--- src/rtl/sdram_arb_pkg.sv ---
// Shared constants and types for the SDRAM slot arbiter.
// Slot timing is fixed at eight clocks; the grant and completion phases are named here.
package sdram_arb_pkg;

  localparam int PHASE_W = 3;
  localparam int ADDR_W  = 22;
  localparam int DATA_W  = 16;

  localparam logic [PHASE_W-1:0] PH_GRANT = 3'd1;
  localparam logic [PHASE_W-1:0] PH_DONE  = 3'd7;

  typedef enum logic [1:0] {
    GNT_NONE,
    GNT_CPU,
    GNT_VID
  } grant_e;

  typedef enum logic [1:0] {
    ST_IDLE,
    ST_BUSY_CPU,
    ST_BUSY_VID
  } slot_state_e;

  // Width of a counter that must hold values 0..max_slots inclusive.
  function automatic int slot_cnt_width(input int max_slots);
    return $clog2(max_slots + 1);
  endfunction

endpackage

--- src/rtl/sdram_arbiter.sv ---
// Two-port (CPU / video) slot arbiter in front of the SDRAM controller.
// One access per 8-cycle slot, with a forced idle slot for auto-refresh.
module sdram_arbiter
  import sdram_arb_pkg::*;
#(
  parameter int REFRESH_MAX = 48
) (
  input  logic               clk,
  input  logic               reset_n,

  input  logic               cpu_req,
  input  logic               cpu_we,
  input  logic [ADDR_W-1:0]  cpu_addr,
  input  logic [DATA_W-1:0]  cpu_din,
  input  logic [1:0]         cpu_ds,
  output logic               cpu_ack,
  output logic [DATA_W-1:0]  cpu_rdata,

  input  logic               vid_req,
  input  logic [ADDR_W-1:0]  vid_addr,
  output logic               vid_ack,
  output logic [DATA_W-1:0]  vid_rdata,

  input  logic               mem_ready,
  output logic [PHASE_W-1:0] mem_phase,
  output logic [ADDR_W-1:0]  mem_addr,
  output logic [DATA_W-1:0]  mem_din,
  output logic [1:0]         mem_ds,
  output logic               mem_oe,
  output logic               mem_we,
  input  logic [DATA_W-1:0]  mem_dout
);

  localparam int                CNT_W   = slot_cnt_width(REFRESH_MAX);
  localparam logic [CNT_W-1:0]  CNT_MAX = CNT_W'(REFRESH_MAX);

  slot_state_e      state;
  grant_e           last_grant;
  logic [CNT_W-1:0] slot_cnt;

  grant_e grant;
  logic   cpu_pending;
  logic   vid_pending;
  logic   contested;
  logic   refresh_due;

  // NOTE: every always_comb output gets a default first so no path leaves it unassigned (no latch).
  always_comb begin
    cpu_pending = cpu_req && !cpu_ack;
    vid_pending = vid_req && !vid_ack;
    contested   = cpu_pending && vid_pending;
    refresh_due = (slot_cnt == CNT_MAX);
    grant       = GNT_NONE;
    if (mem_ready && !refresh_due) begin
      if (contested)
        grant = (last_grant == GNT_CPU) ? GNT_VID : GNT_CPU;
      else if (cpu_pending)
        grant = GNT_CPU;
      else if (vid_pending)
        grant = GNT_VID;
    end
  end

  // NOTE: sequential state uses non-blocking assignments only, so every register sees pre-edge values.
  always_ff @(posedge clk) begin
    if (!reset_n) begin
      mem_phase  <= '0;
      state      <= ST_IDLE;
      last_grant <= GNT_CPU;
      slot_cnt   <= '0;
      mem_addr   <= '0;
      mem_din    <= '0;
      mem_ds     <= 2'b11;
      mem_oe     <= 1'b0;
      mem_we     <= 1'b0;
      cpu_ack    <= 1'b0;
      vid_ack    <= 1'b0;
      cpu_rdata  <= '0;
      vid_rdata  <= '0;
    end else begin
      mem_phase <= mem_phase + PHASE_W'(1);
      cpu_ack   <= 1'b0;
      vid_ack   <= 1'b0;

      case (state)
        ST_IDLE: begin
          if (mem_phase == PH_GRANT) begin
            case (grant)
              GNT_CPU: begin
                state    <= ST_BUSY_CPU;
                mem_addr <= cpu_addr;
                mem_din  <= cpu_din;
                mem_ds   <= cpu_ds;
                mem_oe   <= !cpu_we;
                mem_we   <= cpu_we;
              end
              GNT_VID: begin
                // Video always fetches the full word.
                state    <= ST_BUSY_VID;
                mem_addr <= vid_addr;
                mem_ds   <= 2'b00;
                mem_oe   <= 1'b1;
                mem_we   <= 1'b0;
              end
              default: begin
                mem_oe <= 1'b0;
                mem_we <= 1'b0;
              end
            endcase
            // An ungranted slot (including the forced one) is what lets the controller refresh.
            slot_cnt <= (grant == GNT_NONE) ? '0 : slot_cnt + CNT_W'(1);
            if (contested && grant != GNT_NONE)
              last_grant <= grant;
          end
        end

        ST_BUSY_CPU: begin
          if (mem_phase == PH_DONE) begin
            state   <= ST_IDLE;
            mem_oe  <= 1'b0;
            mem_we  <= 1'b0;
            cpu_ack <= 1'b1;
            if (!mem_we)
              cpu_rdata <= mem_dout;
          end
        end

        ST_BUSY_VID: begin
          if (mem_phase == PH_DONE) begin
            state     <= ST_IDLE;
            mem_oe    <= 1'b0;
            mem_we    <= 1'b0;
            vid_ack   <= 1'b1;
            vid_rdata <= mem_dout;
          end
        end

        default: state <= ST_IDLE;
      endcase
    end
  end

endmodule

--- config.mk ---
export PLATFORM = sky130hd
export DESIGN_NAME = sdram_arbiter
export DESIGN_NICKNAME = d
export VERILOG_FILES = /design/src/rtl/sdram_arb_pkg.sv /design/src/rtl/sdram_arbiter.sv
export SDC_FILE = /design/constraint.sdc
export NUM_CORES = 1
export LEC_CHECK = 0
export BUFFER_PORTS_ARGS = -buffer_cell sky130_fd_sc_hd__clkbuf_2
export CAP_MARGIN = 25
export CORE_MARGIN = 5
export CORE_UTILIZATION = 50
export DETAILED_ROUTE_END_ITERATION = 6
export MAX_ROUTING_LAYER = met4
export PLACE_DENSITY = 0.83
export SLEW_MARGIN = 20
export SYNTH_ARGS = -nofsm -noshare
export SYNTH_HDL_FRONTEND = slang
export SYNTH_SLANG_ARGS = --single-unit
--- constraint.sdc ---
create_clock -name clk -period 5.2 [get_ports clk]
set_input_delay 0.26 -clock clk [delete_from_list [all_inputs] [get_ports clk]]
set_output_delay 0.26 -clock clk [all_outputs]
set_load 0.05 [all_outputs]
==> metrics.yaml <==
status:
  status: "finished clean"
setup_path:
  worstPathCellList: "inv_1 > ha_1 > nand4_1 > and3_1 > nand2_1 > ha_1 > and2_4 > nor2_1 > a211oi_2"
  cp.arrival_ps: 2610
  cp_slowest_stage_delay_ps: 460
  cp-end-kind: "register"
  path_common_cell: "ha_1"
  required_ps: 5480
  critPathBufInv: 1
  worstSetupStartpointType: "register"
  crit_path_max_fanout: 46
  cp_slowest_cell: "and2_4"
  worstSetupPathType: "reg2reg"
  cp_top_family: "simple AND/OR/NAND/NOR gates"
cells_and_area:
  antenna_cells: 0
  drive_above_1_share_pct: 32.76
  final_common_cell: "clkbuf_2"
  fin_nets: 671
  nFillCells: 633
  final_util_pct: 65.44
  area_growth_pct: 26.33
  fin_cells: 679
  layout_common_cells: "clkbuf_2, nand2_1, dfxtp_1"
route:
  ant_nets: 0
  routedWlPerCell_microns: 14.27
  drt_iter0_drc: 126
  vias: 3458
  routed_via_density: 5.093
  dr.pass1.iters: 4
  drc: 0
  wl_microns: 9686
global_routing:
  grt_pass1_wl_microns: 16170
  grt_pass1_vias: 3479
  track_usage_pct: 21.11
  grt_remaining_overflow: 0
  grt_max_degree: 51
  antenna_found_initial: 0
placed_design:
  routabilityCongestion: 0.8197
  place_inst: 663
  post-dp-hpwl_microns: 7240
  port_buffers: 162
power:
  switching_share_pct: 28.31
  p_clk_share_pct: 34.6
  seqPwrFrac_pct: 51.0
  vdd_drop_max_mv: 0.1794
  p_sw_uw: 394.7
  p_comb_share_pct: 14.3
  power.leakage_nw: 2.285
  intPower_uw: 999.7
  p_per_area_nw_per_um2: 292.2
clock_network:
  clock-root-buffer: "clkbuf_8"
  path_clk_slew_ps: 90
  cts_resized: 0
  clock_sinks: 89
  htreeDepth: 3
  numCtsBuffers: 9
  hold_buffers: 0
  worst_skew_pair.late_latency_ps: 360
  clk_path_buf_depth: 2
  tritoncts: "yes"
  cts_setup_buffers: 0
sta:
  setup_violations: 0
  slew_violations: 0
  fmax_mhz: 429.5
  hold_violations: 0
  slew_headroom_pct: 55.66
  setup_tns_ps: 0
  fin_crit_ps: 2328
  rsz0062_at_grt: "false"
  clock_skew_ps: 11.68
  period_share_pct: 44.78
  fin_hold_ws_ps: 120.1
  tightestPinTransition_ps: 664.4
logic_synthesis:
  yosysWarnings: 0
  yosys.area.top_type: "dfxtp_1"
  synthCells: 426
  synth-seq-cells: 89
  ys_types: 36
  ys_top_cells_by_area: "dfxtp_1, nand2_1, mux2i_1"
  synth-seq-area-share_pct: 47.17
  syn_area_sq_um: 3777
  syn_nets: 522
  synth_top_area_share_pct: 47.17
  avgSynthCellArea_sq_um: 8.867
job:
  drv_cap: 0
die:
  die_w_microns: 96.92
  ios: 163
  coreArea_sq_um: 7292
  rows: 31
  die_h_microns: 96.92
  start_util_pct: 51.80
  die_area_sq_um: 9393
min_path:
  hold_class: "in2reg"
-- through the flow --
stage	area, sq um	total power [mW]	setup slack [ps]
2_1_floorplan	3777	0.8668	2963
3_3_place_gp	4567	0.9213	3046
3_5_place_dp	4567	0.9275	2891
4_1_cts	4770	1.407	2863
5_1_grt	4772	1.458	2700
6_report	4772	1.394	2872
-- Yosys cell counts --
| cell type | number |
|---|---|
| o2111ai_1 | 1 |
| nor2_1 | 22 |
| buf_6 | 5 |
| buf_2 | 7 |
| a21oi_1 | 30 |
| and3b_1 | 1 |
| mux2i_1 | 24 |
| o211a_1 | 16 |
| o21ai_0 | 3 |
| clkbuf_1 | 11 |
| nand2_1 | 126 |
| nand3_1 | 3 |
| nor2b_1 | 5 |
| inv_1 | 9 |
| dfxtp_1 | 89 |
| nor3_1 | 1 |
| a211oi_2 | 6 |
| o211ai_1 | 1 |
| a21boi_0 | 23 |
| clkbuf_2 | 1 |
| nand3b_1 | 4 |
| or2_2 | 1 |
| buf_4 | 2 |
| a21boi_1 | 1 |
| xor2_1 | 2 |
| a21o_1 | 1 |
| and2b_1 | 1 |
| and2_4 | 1 |
| xnor2_1 | 3 |
| nand2b_1 | 1 |
| and2_1 | 4 |
| ha_1 | 12 |
| nand4_1 | 5 |
| and3_1 | 2 |
| and4bb_2 | 1 |
| buf_8 | 1 |
-- worst min-delay path, delay by kind of cell --
kind / cells / cell delay, ps
compound gates: 1 / 50
buf+inv: 1 / 80
simple gates: 1 / 50
-- power by group through the flow --
stage	Combinational, mW	Clock, mW	Sequential [mW]
finish	0.200	0.483	0.711
global route	0.217	0.526	0.714
CTS	0.201	0.494	0.711
detailed placement	0.200	0	0.727
global placement	0.195	0	0.726
floorplan	0.0855	0	0.781
-- cells by family after synthesis --
| logic type | synth area share (%) |
|---|---|
| adders and majority gates | 3.975 |
| xor gates and xnor gates | 1.160 |
| AOI/OAI and AO/OA | 16.00 |
| muxes | 6.360 |
| buffers and inverters | 5.332 |
| and+or+nand+nor | 20.01 |
| DFF | 47.17 |
-- area by class of cell --
type | count | area (sq um) | area share [%]
Tap cell | 99 | 123.9 | 2.596
Timing Repair Buffer | 165 | 833.3 | 17.46
Sequential cell | 89 | 1782 | 37.34
Clock inverter | 6 | 75.07 | 1.573
Multi-Input combinational cell | 301 | 1797 | 37.65
Clock buffer | 10 | 127.6 | 2.674
Inverter | 9 | 33.78 | 0.7079
-- state kept, by name (all words and copies together), names as in the netlist --
name / cells
mem_addr: 22
slot_cnt: 6
vid_rdata: 16
mem_ds: 2
last_grant: 2
vid_ack: 1
mem_we: 1
mem_din: 16
cpu_rdata: 16
cpu_ack: 1
mem_phase: 3
state: 2
mem_oe: 1
-- worst paths after layout --
| kind | start | end | slack (ps) | cells past startpoint |
|---|---|---|---|---|
| worst max-delay path | slot_cnt[0] | mem_addr[17] | 2870 | 9 |
| worst min-delay path | cpu_din[6] | mem_din[6] | 120 | 3 |
| worst max register to register | slot_cnt[0] | mem_addr[17] | 2870 | 9 |
| worst min register to register | cpu_rdata[14] | cpu_rdata[14] | 460 | 2 |
-- routing by layer --
layer | part of all wire [%] | global-route usage, %
met4 | 2.0 | 6.156
met1 | 40 | 23.46
met3 | 7.4 | 7.194
met2 | 50 | 35.93
met5 | 0 | -
Note: power is estimated with default switching activity, not from simulation.
